===== src/rtl/muntjac_fpu_normalize_pipe.sv =====
// Pipelined leading-zero normalizer with a per-operation shift cap.
// Shifts the mantissa left until its MSB is set, but never by more than
// limit_i, so subnormal results can stop at the minimum exponent. The
// log-shifter levels are spread over NumStages registered stages with a
// valid/ready handshake between every stage and a sideband tag riding along.
module muntjac_fpu_normalize_pipe #(
    parameter int unsigned DataWidth  = 64,
    parameter int unsigned NumStages  = 2,
    parameter int unsigned TagWidth   = 1,
    localparam int unsigned ShiftWidth = $clog2(DataWidth)
) (
    input  logic                  clk_i,
    input  logic                  rst_i,
    input  logic                  flush_i,
    input  logic                  in_valid_i,
    output logic                  in_ready_o,
    input  logic [DataWidth-1:0]  data_i,
    input  logic [ShiftWidth-1:0] limit_i,
    input  logic [TagWidth-1:0]   tag_i,
    output logic                  out_valid_o,
    input  logic                  out_ready_i,
    output logic [DataWidth-1:0]  data_o,
    output logic [ShiftWidth-1:0] shift_o,
    output logic                  is_zero_o,
    output logic                  limited_o,
    output logic [TagWidth-1:0]   tag_o
);

    // Higher shifter levels go to earlier stages; the last stage absorbs any
    // remainder, and surplus stages (when levels run out) just pass data on.
    localparam int unsigned LevelsPerStage = (ShiftWidth + NumStages - 1) / NumStages;

    function automatic int level_stage(input int level);
        int stg;
        stg = (int'(ShiftWidth) - 1 - level) / int'(LevelsPerStage);
        if (stg > int'(NumStages) - 1) stg = int'(NumStages) - 1;
        return stg;
    endfunction

    // Stage registers
    logic [NumStages-1:0]  vld_q, vld_d;
    logic [NumStages-1:0]  zero_q, zero_d;
    logic [DataWidth-1:0]  data_q  [NumStages];
    logic [DataWidth-1:0]  data_d  [NumStages];
    logic [ShiftWidth-1:0] shift_q [NumStages];
    logic [ShiftWidth-1:0] shift_d [NumStages];
    logic [ShiftWidth-1:0] limit_q [NumStages];
    logic [ShiftWidth-1:0] limit_d [NumStages];
    logic [TagWidth-1:0]   tag_q   [NumStages];
    logic [TagWidth-1:0]   tag_d   [NumStages];
    logic                  limited_q, limited_d;

    // Values presented to each stage by its upstream neighbour
    logic [NumStages-1:0]  up_vld;
    logic [NumStages-1:0]  up_zero;
    logic [DataWidth-1:0]  up_data  [NumStages];
    logic [ShiftWidth-1:0] up_shift [NumStages];
    logic [ShiftWidth-1:0] up_limit [NumStages];
    logic [TagWidth-1:0]   up_tag   [NumStages];

    logic [NumStages-1:0]  stage_ready;

    // Working values of the log shifter while walking one stage's levels
    logic [DataWidth-1:0]  cur;
    logic [ShiftWidth-1:0] acc;

    // Stage 0 is fed from the input port; later stages from the previous register.
    always_comb begin
        up_vld[0]   = in_valid_i;
        up_zero[0]  = (data_i == '0);
        up_data[0]  = data_i;
        up_shift[0] = '0;
        up_limit[0] = limit_i;
        up_tag[0]   = tag_i;
        for (int s = 1; s < int'(NumStages); s++) begin
            up_vld[s]   = vld_q[s-1];
            up_zero[s]  = zero_q[s-1];
            up_data[s]  = data_q[s-1];
            up_shift[s] = shift_q[s-1];
            up_limit[s] = limit_q[s-1];
            up_tag[s]   = tag_q[s-1];
        end
    end

    // A stage can accept if it, or any stage after it, has a hole, or the
    // consumer drains the tail this cycle; this is what collapses bubbles.
    always_comb begin
        for (int s = 0; s < int'(NumStages); s++) begin
            stage_ready[s] = out_ready_i;
            for (int t = s; t < int'(NumStages); t++) begin
                if (!vld_q[t]) stage_ready[s] = 1'b1;
            end
        end
    end

    // Per-stage shifter levels and register load/hold decisions.
    always_comb begin
        vld_d     = vld_q;
        zero_d    = zero_q;
        data_d    = data_q;
        shift_d   = shift_q;
        limit_d   = limit_q;
        tag_d     = tag_q;
        limited_d = limited_q;
        cur       = '0;
        acc       = '0;
        for (int s = 0; s < int'(NumStages); s++) begin
            cur = up_data[s];
            acc = up_shift[s];
            // Greedy MSB-first: take a 2^b shift only if those top bits are
            // zero and the running total stays within the limit.
            for (int b = int'(ShiftWidth) - 1; b >= 0; b--) begin
                if (level_stage(b) == s) begin
                    if (((cur >> (DataWidth - (1 << b))) == '0) &&
                        (int'(acc) + (1 << b) <= int'(up_limit[s]))) begin
                        cur = cur << (1 << b);
                        acc = acc + ShiftWidth'(1 << b);
                    end
                end
            end

            if (flush_i) begin
                vld_d[s] = 1'b0;
            end else if (stage_ready[s]) begin
                vld_d[s] = up_vld[s];
            end

            if (up_vld[s] && stage_ready[s]) begin
                data_d[s]  = cur;
                shift_d[s] = acc;
                limit_d[s] = up_limit[s];
                zero_d[s]  = up_zero[s];
                tag_d[s]   = up_tag[s];
                if (s == int'(NumStages) - 1) begin
                    limited_d = !up_zero[s] && !cur[DataWidth-1];
                end
            end
        end
    end

    // Pipeline stage boundaries: every stage register, cleared on reset.
    always_ff @(posedge clk_i or posedge rst_i) begin
        if (rst_i) begin
            vld_q     <= '0;
            zero_q    <= '0;
            limited_q <= 1'b0;
            for (int s = 0; s < int'(NumStages); s++) begin
                data_q[s]  <= '0;
                shift_q[s] <= '0;
                limit_q[s] <= '0;
                tag_q[s]   <= '0;
            end
        end else begin
            vld_q     <= vld_d;
            zero_q    <= zero_d;
            limited_q <= limited_d;
            for (int s = 0; s < int'(NumStages); s++) begin
                data_q[s]  <= data_d[s];
                shift_q[s] <= shift_d[s];
                limit_q[s] <= limit_d[s];
                tag_q[s]   <= tag_d[s];
            end
        end
    end

    assign in_ready_o  = stage_ready[0] || flush_i;
    assign out_valid_o = vld_q[NumStages-1];
    assign data_o      = data_q[NumStages-1];
    assign shift_o     = shift_q[NumStages-1];
    assign is_zero_o   = zero_q[NumStages-1];
    assign limited_o   = limited_q;
    assign tag_o       = tag_q[NumStages-1];

endmodule


===== config.mk =====
export PLATFORM = sky130hd
export DESIGN_NAME = muntjac_fpu_normalize_pipe
export DESIGN_NICKNAME = d
export VERILOG_FILES = /design/src/rtl/muntjac_fpu_normalize_pipe.sv
export SDC_FILE = /design/constraint.sdc
export NUM_CORES = 1
export LEC_CHECK = 0
export ABC_AREA = 1
export CAP_MARGIN = 0
export CORE_ASPECT_RATIO = 0.9
export CORE_MARGIN = 2
export CORE_UTILIZATION = 50
export DETAILED_ROUTE_END_ITERATION = 8
export GPL_TIMING_DRIVEN = 0
export PLACE_DENSITY_LB_ADDON = 0.15
export SLEW_MARGIN = 10
export SYNTH_ARGS = -nofsm -noshare
export SYNTH_HDL_FRONTEND = slang
export SYNTH_SLANG_ARGS = --single-unit

===== constraint.sdc =====
create_clock -name clk_i -period 6.1 [get_ports clk_i]
set_clock_uncertainty 0.2 [all_clocks]
set_input_delay 0.61 -clock clk_i [delete_from_list [all_inputs] [get_ports clk_i]]
set_output_delay 0.61 -clock clk_i [all_outputs]
set_load 0.05 [all_outputs]

# Yosys cells after proc, flatten, opt, wreduce, memory -nomap -nowiden
# Cells that the tools add are included.
[op_classes]
n_addsub = 10
order_cmp = 6
mux = 19
n_reduce_logical = 21
[op_table]
columns = ["op", "count"]
rows = [
  ["zero test 64 bit", 7],
  ["two-way mux 64 bit", 6],
  ["two-way mux 6 bit", 6],
  ["less-or-equal comparator 7 x 6 -> 1 bit", 5],
  ["logical AND 1 bit", 9],
  ["adder 6 x 1 -> 7 bit, second input constant", 1],
  ["adder 6 x 2 -> 7 bit, second input constant", 1],
  ["adder 6 x 3 -> 7 bit, second input constant", 1],
  ["adder 6 x 4 -> 7 bit, second input constant", 1],
  ["adder 6 x 5 -> 7 bit, second input constant", 1],
  ["two-way mux 1 bit", 7],
  ["adder 6 x 1 -> 6 bit, second input constant", 1],
  ["adder 6 x 2 -> 6 bit, second input constant", 1],
  ["adder 6 x 3 -> 6 bit, second input constant", 1],
  ["adder 6 x 4 -> 6 bit, second input constant", 1],
  ["adder 6 x 5 -> 6 bit, second input constant", 1],
  ["less-or-equal comparator 6 bit, first input constant", 1],
  ["nonzero test 2 bit", 2],
  ["zero test 1 bit", 2],
  ["logical OR 1 bit", 1],
]
[word_totals]
ff_bits = 153
in_bits = 76
out_inout_bits = 75
word_cells = 68

# Longest topological paths before layout
[logic_depth]
depth_word = 14
mapped_depth = 33

# Worst setup path after synthesis
# No wires, ideal clock.
[synth_timing]
path_kind = "input -> register"
from = "in data_i[63]"
to = "reg data_q[100] (netlist name)"
setup_ps = 118
arrival_time_ps = 4554
t_required_ps = 5782
path_slack_ps = 1228
cell_stages = 33
path_buffers = 6
cell_sequence = "nor2_1 nand2_1 nor2_1 nand2_1 nor2_4 nand2_4 inv_1 buf_2 clkbuf_1 ha_1 nand2_1 o21ai_0 o21ai_0 nor2_1 nand3_2 nor2_4 nand2_4 buf_6 inv_2 buf_2 buf_4 ha_1 inv_1 or4_1 nand2_1 nand3_1 inv_1 nand2_1 nor2_8 buf_6 nand3_1 nand3_1 nand2_1"
[synth_between]
elab_chain_len = 11
word_cells_on_any_way = 16
[synth_rtl]
columns = ["element", "line_no", "text"]
rows = [
  ["start: declaration", "17", "input logic [DataWidth-1:0] data_i,"],
  ["zero test 64 bit", "114", "if (((cur >> (DataWidth - (1 << b))) == '0) &&"],
  ["logical AND 1 bit", "114", ""],
  ["two-way mux 6 bit", "114", ""],
  ["adder 6 x 5 -> 7 bit", "115", "(int'(acc) + (1 << b) <= int'(up_limit[s]))) begin"],
  ["less-or-equal comparator 7 x 6 -> 1 bit", "115", ""],
  ["logical AND 1 bit", "114", ""],
  ["two-way mux 6 bit", "114", ""],
  ["adder 6 x 4 -> 7 bit", "115", ""],
  ["less-or-equal comparator 7 x 6 -> 1 bit", "115", ""],
  ["logical AND 1 bit", "114", ""],
  ["two-way mux 64 bit (*)", "114", ""],
  ["end signal: indexed assignment", "158", "data_q[s] <= data_d[s];"],
  ["end: declaration", "43", "logic [DataWidth-1:0] data_q [NumStages];"],
]
# Every way passes the cells marked *; elsewhere a longest branch is shown, timed or not.
# A chain may end at the register's enable or synchronous reset.

# Worst setup path after layout
[layout_timing]
from = "reg shift_q[11] (netlist name)"
to = "reg data_q (netlist bit data_o[54])"
[layout_between]
elab_chain_len = 12
word_cells_on_any_way = 18
[layout_rtl]
columns = ["element", "line_no", "text"]
rows = [
  ["start: declaration", "45", "logic [ShiftWidth-1:0] shift_q [NumStages];"],
  ["start signal: indexed assignment", "159", "shift_q[s] <= shift_d[s];"],
  ["adder 6 x 3 -> 7 bit", "115", ""],
  ["less-or-equal comparator 7 x 6 -> 1 bit", "115", ""],
  ["logical AND 1 bit", "114", ""],
  ["two-way mux 6 bit", "114", ""],
  ["adder 6 x 2 -> 7 bit", "115", ""],
  ["less-or-equal comparator 7 x 6 -> 1 bit", "115", ""],
  ["logical AND 1 bit", "114", ""],
  ["two-way mux 6 bit", "114", ""],
  ["adder 6 x 1 -> 7 bit", "115", ""],
  ["less-or-equal comparator 7 x 6 -> 1 bit", "115", ""],
  ["logical AND 1 bit", "114", ""],
  ["two-way mux 64 bit (*)", "114", ""],
]
# Marked as above.

==> results.ini <==
[placement]
hpwl_um = 26720
dpl_cell_area_um2 = 12140
place_congestion = 1.001
io_buffers = 150

[floorplanning]
dieWidth_um = 155.2
start_util = 0.5130
design.core.area_um2 = 20050
dieArea_um2 = 21730
std_cell_rows = 49
num_io_pins = 151
die_h_um = 140.1

[worst_setup_path]
critPathMaxStageDelay_ns = 0.49
reg2reg_to = data_o[54]
end_kind = flip-flop
crit_fanout = 10
critical_path.most_common_cell = nand2_1
r2r_setup_slack_ns = 0.34
start_kind = flip-flop
reg2reg_from = shift_q[11]
reg2reg_depth = 24
cp.arrival_ns = 5.92
crit_slowest_cell = nand2_1
path_cells = ha_1 > nand2_1 > clkinv_1 > nand2_1 > inv_1 > a21oi_1 > nand2_1 > clkinv_1 > ha_1 > nand2_1 > a21oi_1 > a21oi_1 > nand2_1 > nor2_1 > buf_2 > inv_1 > ha_1 > nand2_1 > o22ai_1 > nand2_1 > inv_2 > buf_2 > nand2_1 > a21oi_1
crit_type = flip-flop to flip-flop
required_ns = 6.26

[worst_hold_path]
worst_hold_path.endpoint = tag_o
holdCritStartpoint = tag_q[1]
min_delay_path_depth = 2
hp-class = flip-flop to flip-flop

[sta]
fmax_mhz = 173.6
setup_viol = 0
period_needed_ns = 5.760
worst_slew_pin_slew_ns = 1.003
hold_viol = 0
max_slew_margin = 0.3314
rsz0062_at_grt = false
min_period_over_period = 0.9442
final_max_slew_viol_count = 0

[synth]
synth_top_area_frac = 0.3650
synth_ff_type = dfrtp_1
synth_compound_area_frac = 0.1338
synth.largest_area_cell = dfrtp_1
synth-simple-area-share = 0.2724
netlist_instances = 1420
syn_area_um2 = 10280
synthAdderAreaFrac = 0.008517
synth_xor_area_frac = 0
syn_area_per_cell_um2 = 7.242
synth_top_family_by_area = simple AND/OR/NAND/NOR gates
synth_seq_cells = 150
synth_edf_count = 0
ys_seq_area_frac = 0.3650
synth.distinct_cells = 39
syn_nets = 1503
async_reset_ff_frac = 1.000
synthTopCellsByArea = dfrtp_1, nand2_1, mux2i_1
synth_warnings = 0
synth_mux_area_frac = 0.09539

[clock_tree]
clk_pin_slew_ns = 0.07
cts_buffers = 17
holdBufCountCts = 0
post_cts_buffers = 0
h-tree-depth = 4
cts_resized = 0
clk_latency_ns = 0.43
tritoncts = done
cts_root_buf = clkbuf_16
cts.sinks = 150
cts.path.max_buffers = 2

[grt]
grt.overflow.total = 0
grt_max_degree = 91
grt_pass1_vias = 9764
grt_pass1_wl_um = 53180
antenna_found_initial = 0
grt_use_total = 0.3166

[power]
p_seq_frac = 0.323
p_sw_mw = 1.581
swShare = 0.4028
p_per_area_nw_per_um2 = 308.9
power_frac_clock = 0.266
p_leak_nw = 6.312
pwr-share-comb = 0.411
vdd_drop_max_mv = 0.1865
p_int_mw = 2.344

[cells_and_area]
antenna_cells = 0
area_growth_pct = 23.55
nets = 1672
multi_input_area_um2 = 5246
layout-drive-gt1-share = 0.09800
fillers = 1860
postLayoutCoreUtil = 0.6338
regArea_um2 = 3754
design_area_um2 = 12710

[detailed_routing]
ant_nets = 0
drcViolationCount = 0
routed_via_density = 5.579
num_vias = 10360
drt_iter0_drc = 868
wire_per_inst_um = 18.36
first_pass_iters = 5
wl_um = 34090

[run]
drv_cap = 0

[run_status]
outcome = finished, final reports clean

==> synth_stat cells, types with 2 or more instances <==
cell and n:
inv_2 5, buf_1 15, clkbuf_1 41, ha_1 7, nor2_4 4, clkinv_1 2
a21oi_1 154, a31oi_1 11, o22ai_1 5, nand4_1 3, nand3_1 136, nand3_4 2
mux2i_1 98, nor4_1 8, o21bai_2 4, o21a_1 3, buf_4 66, o21ai_0 73
dfrtp_1 150, buf_2 21, o21bai_1 4, o21ai_1 2, nand2_1 366, nand2_4 2
nand2_2 4, nor2_1 126, nand3b_1 3, buf_6 12, inv_1 83
==> metrics by stage <==
step	hold slack (ns)	std cells	setup slack [ns]	power, mW	TNS, ns
after floorplan	0.2422	1420	1.228	2.394	0
after global routing	0.2948	1857	0.01120	4.106	0
after detailed placement	0.2603	1826	-0.4148	2.884	-21.00
after CTS	0.2761	1858	0.02891	3.931	0
after global placement	0.2556	1825	-0.8031	2.862	-131.46
final	0.2739	1857	0.3405	3.925	0
==> worst max path at each step <==
stage	slack, ns	cells after the start	end	from
after floorplan	1.23	33	data_q[100]	data_i[63]
after CTS	0.03	34	data_q[121]	data_i[37]
final	0.34	24	data_o[54]	shift_q[11]
after global routing	0.01	33	data_q[119]	data_i[37]
after global placement	-0.80	2	shift_o[5]	rst_i
after detailed placement	-0.41	34	data_q[121]	data_i[37]
==> power groups by stage <==
stage / Combinational [mW] / Clock (mW) / Sequential, mW
2_1_floorplan: 1.11 / 0 / 1.28
3_3_place_gp: 1.58 / 0 / 1.28
3_5_place_dp: 1.60 / 0 / 1.28
4_1_cts: 1.61 / 1.06 / 1.27
5_1_grt: 1.72 / 1.10 / 1.29
6_report: 1.61 / 1.05 / 1.27
==> cell families (layout without fill, tap and decap cells) <==
group,count (synthesis),after routing
buffers and inverters,245,427
adders and majority gates,7,7
and+or+nand+nor,660,660
DFF,150,150
AOI/OAI and AO/OA,260,260
muxes,98,98
==> cells in the final DEF, fill, tap and decap left out, drive strengths merged <==
| cell | instances |
|---|---|
| nand2 | 372 |
| a21oi | 154 |
| dfrtp | 150 |
| clkdlybuf4s50 | 150 |
| nand3 | 139 |
| nor2 | 132 |
| buf | 115 |
| mux2i | 98 |
| inv | 96 |
| o21ai | 75 |
| clkbuf | 58 |
| a31oi | 11 |
| nor4 | 8 |
| o21bai | 8 |
| ha | 7 |
| o22ai | 5 |
| clkinv | 5 |
| o21a | 3 |
| nand3b | 3 |
| nand4 | 3 |
| clkinvlp | 2 |
| or4 | 1 |
| a21boi | 1 |
| o31ai | 1 |
| or2 | 1 |
| nor3 | 1 |
| a22o | 1 |
| o22a | 1 |
| bufinv | 1 |
==> flip-flops by register name, indices dropped and copies added (netlist names) <==
signal	cells
limit_q	6
vld_q	2
shift_o	6
limited_o	1
data_o	64
zero_q	2
tag_q	1
data_q	64
tag_o	1
shift_q	3
==> layer usage <==
layer / wire [µm] / vias to the layer above / track usage
met5: 0 / - / 0
met4: 1386 / 0 / 0.1309
met3: 2415 / 74 / 0.04703
met2: 14730 / 453 / 0.4739
met1: 15560 / 4863 / 0.4601
li1: - / 4971 / -
==> cell type report <==
type | count | share of cell area
buffer | 154 | 0.07435
clock buffer | 18 | 0.03378
sequential | 150 | 0.2954
clock inverter | 14 | 0.01093
multi-input combinational | 1025 | 0.4129
timing repair buffer | 151 | 0.1203
tap | 255 | 0.02511
inverter | 90 | 0.02718
==> worst max-delay path, delay by kind of cell, from the launching register on <==
kind / cells / cell delay, ns
buffers and inverters: 7 / 1.94
adder cells (fa/ha/maj): 3 / 1.02
AND/OR/NAND/NOR: 9 / 1.54
flip-flops: 1 / 0.39
AO/OA/AOI/OAI: 5 / 0.58
Power figures use the tool's default switching activity.
